--- config.mk ---
export PLATFORM = sky130hd
export DESIGN_NAME = sha3_digest_serializer_flat
export DESIGN_NICKNAME = d
export VERILOG_FILES = /design/src/rtl/sha3_digest_serializer_if.sv /design/src/rtl/sha3_digest_serializer.sv /design/src/flat_wrapper.sv
export SDC_FILE = /design/constraint.sdc
export NUM_CORES = 2
export LEC_CHECK = 0
export ABC_AREA = 1
export BUFFER_PORTS_ARGS = -buffer_cell sky130_fd_sc_hd__buf_2
export CORE_AREA = 5 5 624 626
export DETAILED_ROUTE_END_ITERATION = 16
export DIE_AREA = 0 0 629 631
export PLACE_DENSITY = 0.33
export SLEW_MARGIN = 30
export SYNTH_ARGS = -nofsm -noshare
export SYNTH_HDL_FRONTEND = slang
export SYNTH_SLANG_ARGS = --single-unit
--- constraint.sdc ---
create_clock -name ACLK -period 2.1 [get_ports ACLK]
set_input_delay 0.42 -clock ACLK [delete_from_list [all_inputs] [get_ports ACLK]]
set_output_delay 0.42 -clock ACLK [all_outputs]
set_load 0.005 [all_outputs]
--- src/rtl/sha3_digest_serializer_if.sv ---
// sha3_digest_serializer_if
//   Bundles the state-capture and digest-stream signals of the SHA3 digest
//   serializer.
//   Capture side: USER (mode), D_in (Keccak state, D_in[x][y] = A[x][y]),
//                 state_valid / state_ready.
//   Stream side:  out_data / out_valid / out_ready / out_last, plus the
//                 mode_err pulse.
//   slave  = serializer view, master = producer/consumer view.
interface sha3_digest_serializer_if;
  logic [2:0]             USER;
  logic [4:0][4:0][63:0]  D_in;
  logic                   state_valid;
  logic                   state_ready;
  logic [15:0]            out_data;
  logic                   out_valid;
  logic                   out_ready;
  logic                   out_last;
  logic                   mode_err;

  modport slave (
    input  USER, D_in, state_valid, out_ready,
    output state_ready, out_data, out_valid, out_last, mode_err
  );

  modport master (
    output USER, D_in, state_valid, out_ready,
    input  state_ready, out_data, out_valid, out_last, mode_err
  );
endinterface

--- src/rtl/sha3_digest_serializer.sv ---
// sha3_digest_serializer
//   Captures the final 1600-bit Keccak state, truncates it to the digest
//   length selected by USER and streams it as 16-bit little-endian words.
//   Ports:
//     ACLK     clock, rising edge
//     ARESETn  synchronous active-low reset
//     bus      sha3_digest_serializer_if.slave (capture + stream handshake)
//   Word k comes from lane k/4, bits [16*(k%4)+15 : 16*(k%4)].
module sha3_digest_serializer #(
  parameter int OUT_W  = 16,
  parameter int LANE_W = 64
) (
  input  logic                      ACLK,
  input  logic                      ARESETn,
  sha3_digest_serializer_if.slave   bus
);

  typedef enum logic {IDLE, SEND} state_e;

  state_e                      state_q, state_d;
  logic [6:0]                  k_q, k_d;
  logic [6:0]                  n_q, n_d;
  logic [24:0][LANE_W-1:0]     lanes_q, lanes_d;
  logic [OUT_W-1:0]            out_data_q, out_data_d;
  logic                        out_valid_q, out_valid_d;
  logic                        out_last_q, out_last_d;
  logic                        mode_err_q, mode_err_d;

  // Word following the current one, read from the captured lanes.
  logic [6:0]                  k_inc;
  logic [4:0]                  lsel;
  logic [LANE_W-1:0]           lane_w;
  logic [OUT_W-1:0]            word_nxt;

  always_comb begin
    k_inc  = k_q + 7'd1;
    lsel   = k_inc[6:2];
    lane_w = '0;
    if (lsel < 5'd25) lane_w = lanes_q[lsel];
    word_nxt = lane_w[k_inc[1:0]*OUT_W +: OUT_W];
  end

  always_comb begin
    state_d     = state_q;
    k_d         = k_q;
    n_d         = n_q;
    lanes_d     = lanes_q;
    out_data_d  = out_data_q;
    out_valid_d = out_valid_q;
    out_last_d  = out_last_q;
    mode_err_d  = 1'b0;
    unique case (state_q)
      IDLE: begin
        if (bus.state_valid) begin
          // Lane index i = x + 5*y.
          for (int i = 0; i < 25; i++) lanes_d[i] = bus.D_in[i % 5][i / 5];
          unique case (bus.USER)
            3'd0:    n_d = 7'd14;
            3'd1:    n_d = 7'd16;
            3'd2:    n_d = 7'd24;
            3'd3:    n_d = 7'd32;
            3'd4:    n_d = 7'd84;
            3'd5:    n_d = 7'd68;
            default: n_d = n_q;
          endcase
          if (bus.USER[2:1] == 2'b11) begin
            mode_err_d = 1'b1;
          end else begin
            state_d     = SEND;
            k_d         = '0;
            out_valid_d = 1'b1;
            // Lanes are not registered yet, so word 0 comes straight from D_in.
            out_data_d  = bus.D_in[0][0][OUT_W-1:0];
            out_last_d  = 1'b0;
          end
        end
      end
      SEND: begin
        if (out_valid_q && bus.out_ready) begin
          if (k_q == n_q - 7'd1) begin
            state_d     = IDLE;
            k_d         = '0;
            out_valid_d = 1'b0;
            out_last_d  = 1'b0;
            out_data_d  = '0;
          end else begin
            k_d        = k_inc;
            out_data_d = word_nxt;
            out_last_d = (k_inc == n_q - 7'd1);
          end
        end
      end
      default: state_d = IDLE;
    endcase
  end

  always_ff @(posedge ACLK) begin
    if (!ARESETn) begin
      state_q     <= IDLE;
      k_q         <= '0;
      n_q         <= '0;
      lanes_q     <= '0;
      out_data_q  <= '0;
      out_valid_q <= 1'b0;
      out_last_q  <= 1'b0;
      mode_err_q  <= 1'b0;
    end else begin
      state_q     <= state_d;
      k_q         <= k_d;
      n_q         <= n_d;
      lanes_q     <= lanes_d;
      out_data_q  <= out_data_d;
      out_valid_q <= out_valid_d;
      out_last_q  <= out_last_d;
      mode_err_q  <= mode_err_d;
    end
  end

  assign bus.state_ready = (state_q == IDLE);
  assign bus.out_data    = out_data_q;
  assign bus.out_valid   = out_valid_q;
  assign bus.out_last    = out_last_q;
  assign bus.mode_err    = mode_err_q;

endmodule

--- src/flat_wrapper.sv ---
// flat-port wrapper written by rule: the top's interface ports become plain ports
module sha3_digest_serializer_flat 
#(
  parameter int OUT_W  = 16,
  parameter int LANE_W = 64
)
  (ACLK, ARESETn, bus_USER, bus_D_in, bus_state_valid, bus_out_ready, bus_state_ready, bus_out_data, bus_out_valid, bus_out_last, bus_mode_err);
  sha3_digest_serializer_if bus_i ();
  input  logic ACLK;
  input  logic ARESETn;
  input wire logic [$bits(bus_i.USER)-1:0] bus_USER;
  input wire logic [$bits(bus_i.D_in)-1:0] bus_D_in;
  input wire logic [$bits(bus_i.state_valid)-1:0] bus_state_valid;
  input wire logic [$bits(bus_i.out_ready)-1:0] bus_out_ready;
  output wire logic [$bits(bus_i.state_ready)-1:0] bus_state_ready;
  output wire logic [$bits(bus_i.out_data)-1:0] bus_out_data;
  output wire logic [$bits(bus_i.out_valid)-1:0] bus_out_valid;
  output wire logic [$bits(bus_i.out_last)-1:0] bus_out_last;
  output wire logic [$bits(bus_i.mode_err)-1:0] bus_mode_err;
  assign bus_i.USER = bus_USER;
  assign bus_i.D_in = bus_D_in;
  assign bus_i.state_valid = bus_state_valid;
  assign bus_i.out_ready = bus_out_ready;
  assign bus_state_ready = bus_i.state_ready;
  assign bus_out_data = bus_i.out_data;
  assign bus_out_valid = bus_i.out_valid;
  assign bus_out_last = bus_i.out_last;
  assign bus_mode_err = bus_i.mode_err;
  sha3_digest_serializer #(.OUT_W(OUT_W), .LANE_W(LANE_W)) u_core (.ACLK(ACLK), .ARESETn(ARESETn), .bus(bus_i));
endmodule
==> reports/summary.txt <==
Critical-path cell list: ha_4, inv_2, nand2_4, nand2_8, buf_12, buf_16, bufbuf_16, nand2_1, o211ai_1, nand3_1, nand3_2, nand3_1, nand2_1, nand3_1, nand3_2, a21oi_2
Worst path buffer plus inverter count: 4
Leakage dissipation: 53.3 nW
Initial drt markers: 7395
Via count: 90500
Crit-path slowest cell: dfxtp_4
Post-synth cell types: 31
Yosys reg bits: 1633
Tcrit/Tclk final: 139%
CP max stage delay: 350 ps
Headroom to the max-slew limit: 53.9%
WL per Instance: 28.0 um
Sink Count: 1633
Most common cell on crit path: nand3_1
Clock Tree Root: clkbuf_16
Fraction of registers with async set/reset: 0%
Hold Startpoint: bus_D_in[1010]
Clock skew: 49.4 ps
Sw power: 27.3 mW
Final Hold Viols: 0
RSZ-0062 raised after global routing: true
Critical path fanouts, max: 17
Worst-margin pin slew: 691 ps
Most used flip-flop cell after synthesis: dfxtp_1
Clk Latency, worst-skew pair: 930 ps
Setup-failing EPs final: 17
CTS Buffer Depth: 4
Synth cell count leaders: nor2_1 (1956), o21ai_0 (1909), dfxtp_1 (1633)
Port Buf Inserts: 1626
Gr ovfl total: 0
Peak Freq: 342 MHz
Final setup margin: -820 ps
Outcome: complete, but fails checks
Site row count: 228
Register area share after synthesis: 45.0%
Share of cells above drive strength 1: 24.7%
Nets: 15900
Yosys Warn Count: 0
Initial antenna violation count: 139
P&R area growth vs syn: 67.4%
Worst hold path type: in -> reg
Die W: 629 um
Synth top area share: 45.0%
Core area: 0.384 mm^2
Crit path kind: reg -> reg
Die footprint: 0.397 mm^2
Fillers: 41300
P_int: 62.9 mW
Worst flop-to-flop path startpoint: u_core.k_q[0]
Seq pwr share: 39.2%
Io pins: 1627
Most common cell in the netlist: nor2_1
Clock-pin slew on the worst setup and hold paths: 60 ps
Dominant cells by area after synthesis: dfxtp_1 (45%), o21ai_0 (13%), nor2_1 (10%)
Comb pwr share: 19.3%
Worst VDD drop: 0.628 mV
Post-synth top area cell: dfxtp_1
Crit path from: u_core.k_q[0]
Area of the multi-input gates: 0.0364 mm^2
Endpoint class of the critical path: flop
Post-Syn Area: 0.0726 mm^2
Die Height: 631 um
Htree depth: 4
Reg area: 0.0327 mm^2
Largest net degree at the start of global routing: 96
DP HPWL: 426000 um
First-pass GRT wire length: 734000 um
Clock Power Share: 41.5%
Syn Area/Cell: 6.84 um^2
Final core occ: 31.7%
CTS tree: built
Failing checks: setup timing
Hold_ws: 72.2 ps
Fin crit period: 2920 ps
Vias in the first global route: 91700
Crit-path leading delay family: simple AND/OR/NAND/NOR gates
All-Layer GR Usage: 26.1%
Starting Density: 18.9%
Routed Antenna Nets: 0
Syn Inst Count: 10600
Number of synthesized flops with an enable pin: 0
1st-pass router iterations: 6
Worst Path Required: 2870 ps
Num CTS Buffers: 210
Sw frac: 30.2%
Syn_nets: 12200
Slew Limit Fails: 0
Critical path arrival: 3690 ps
Drt drc: 0
Avg Vias per Cell: 4.63
DRT Wirelength: 547000 um
Final GP Congestion: 0.949
Max-cap violations: 0
Crit path launch type: flop
Power per cell area: 742 mW/mm^2
## worst register-to-register path, cell delays in order (launching register included)
cell and delay, ps:
dfxtp_4 350, ha_4 190, inv_2 70, nand2_4 60, nand2_8 110, buf_12 170
buf_16 210, bufbuf_16 350, nand2_1 70, o211ai_1 170, nand3_1 330, nand3_2 210
nand3_1 160, nand2_1 120, nand3_1 80, nand3_2 100, a21oi_2 60
## worst paths after layout
check | end | cells after the start | slack [ps]
worst max-delay path | u_core.bus.out_data[7] | 16 | -820
worst max register to register | u_core.bus.out_data[7] | 16 | -820
worst min register to register | u_core.lanes_q[595] | 2 | 450
worst min-delay path | u_core.lanes_q[242] | 4 | 70
## power by group through the flow
| stage | Sequential [mW] | Clock [mW] | Combinational, mW |
|---|---|---|---|
| floorplan | 35.3 | 0 | 6.28 |
| global placement | 36.0 | 0 | 14.3 |
| detailed placement | 36.0 | 0 | 14.3 |
| CTS | 35.3 | 38.4 | 17.2 |
| global route | 35.6 | 39.5 | 18.7 |
| finish | 35.3 | 37.5 | 17.4 |
## per-layer routing
layer  track usage, %  vias to the layer above  routed length [um]
met4             15.5                       12               39000
met5                0                        -                  63
li1                 -                    42300                   -
met2             44.9                     3499              262000
met1             31.3                    43600              221000
met3             2.91                     1052               24800
## cell type report
type	count	area share (%)
tap	5060	5.21
clock buffer	306	5.03
timing repair buffer	4317	29.9
sequential	1633	26.9
multi-input combinational	7384	29.9
timing repair inverter	1	0.00412
clock inverter	64	0.670
inverter	694	2.18
antenna	73	0.150
## state kept, by name, indices dropped and copies added, names as in the netlist
register              cells
u_core.bus.out_data      16
u_core.bus.out_last       1
u_core.n_q                6
u_core.k_q                7
u_core.bus.mode_err       1
u_core.bus.out_valid      1
u_core.state_q            1
u_core.lanes_q         1600
## kinds of logic (layout without fill, tap and decap cells)
logic type                 after synthesis  after routing  share of synthesized area, %
and+or+nand+nor                       4299           4299                          23.9
AOI/OAI and AO/OA                     3069           3069                          22.1
DFF                                   1633           1633                          45.0
buffers and inverters                 1602           5382                          8.80
xor gates and xnor gates                12             12                         0.145
adders and majority gates                4              4                        0.0689
other                                    0             73                             0
## cell usage in the layout, fill, tap and decap left out, types with 14 or more instances in the layout
cell and n:
a21oi_1 765, a21oi_2 40, buf_12 192, buf_16 47, buf_2 1624, buf_4 786, buf_6 49, bufinv_16 14
clkbuf_1 48, clkbuf_16 221, clkbuf_8 46, clkinv_2 36, dfxtp_1 1615, dfxtp_2 15, diode_2 73, dlygate4sd3_1 1592
inv_1 681, nand2_1 1395, nand2_2 71, nand3_1 530, nand3_2 193, nand3_4 76, nand4_1 50, nor2_1 1952
o211ai_1 262, o21ai_0 1792, o21ai_1 129, o21ai_2 52
## what timing repair did
item,4_1_cts,5_1_grt
gates resized for setup,540,308
hold endpoints to repair,1593,0
gates cloned,27,9
hold buffers,1592,0
pin swaps,73,67
endpoints found under the setup margin,38,29
buffers inserted,25,22
## per-stage QoR
stage               setup slack (ps)  TNS (ps)  instances  area [um^2]  power [mW]
floorplan                       34.3         0      10600        72600        41.6
detailed placement             -1470    -33070      17400        93700        50.3
CTS                             -826    -13900      19400       120000        90.9
finish                          -820    -12520      19500       122000        90.2
global placement               -1520    -35610      17400        93700        50.3
global route                    -898    -14490      19500       122000        93.8
No activity file was read; power rests on OpenSTA's default activity.
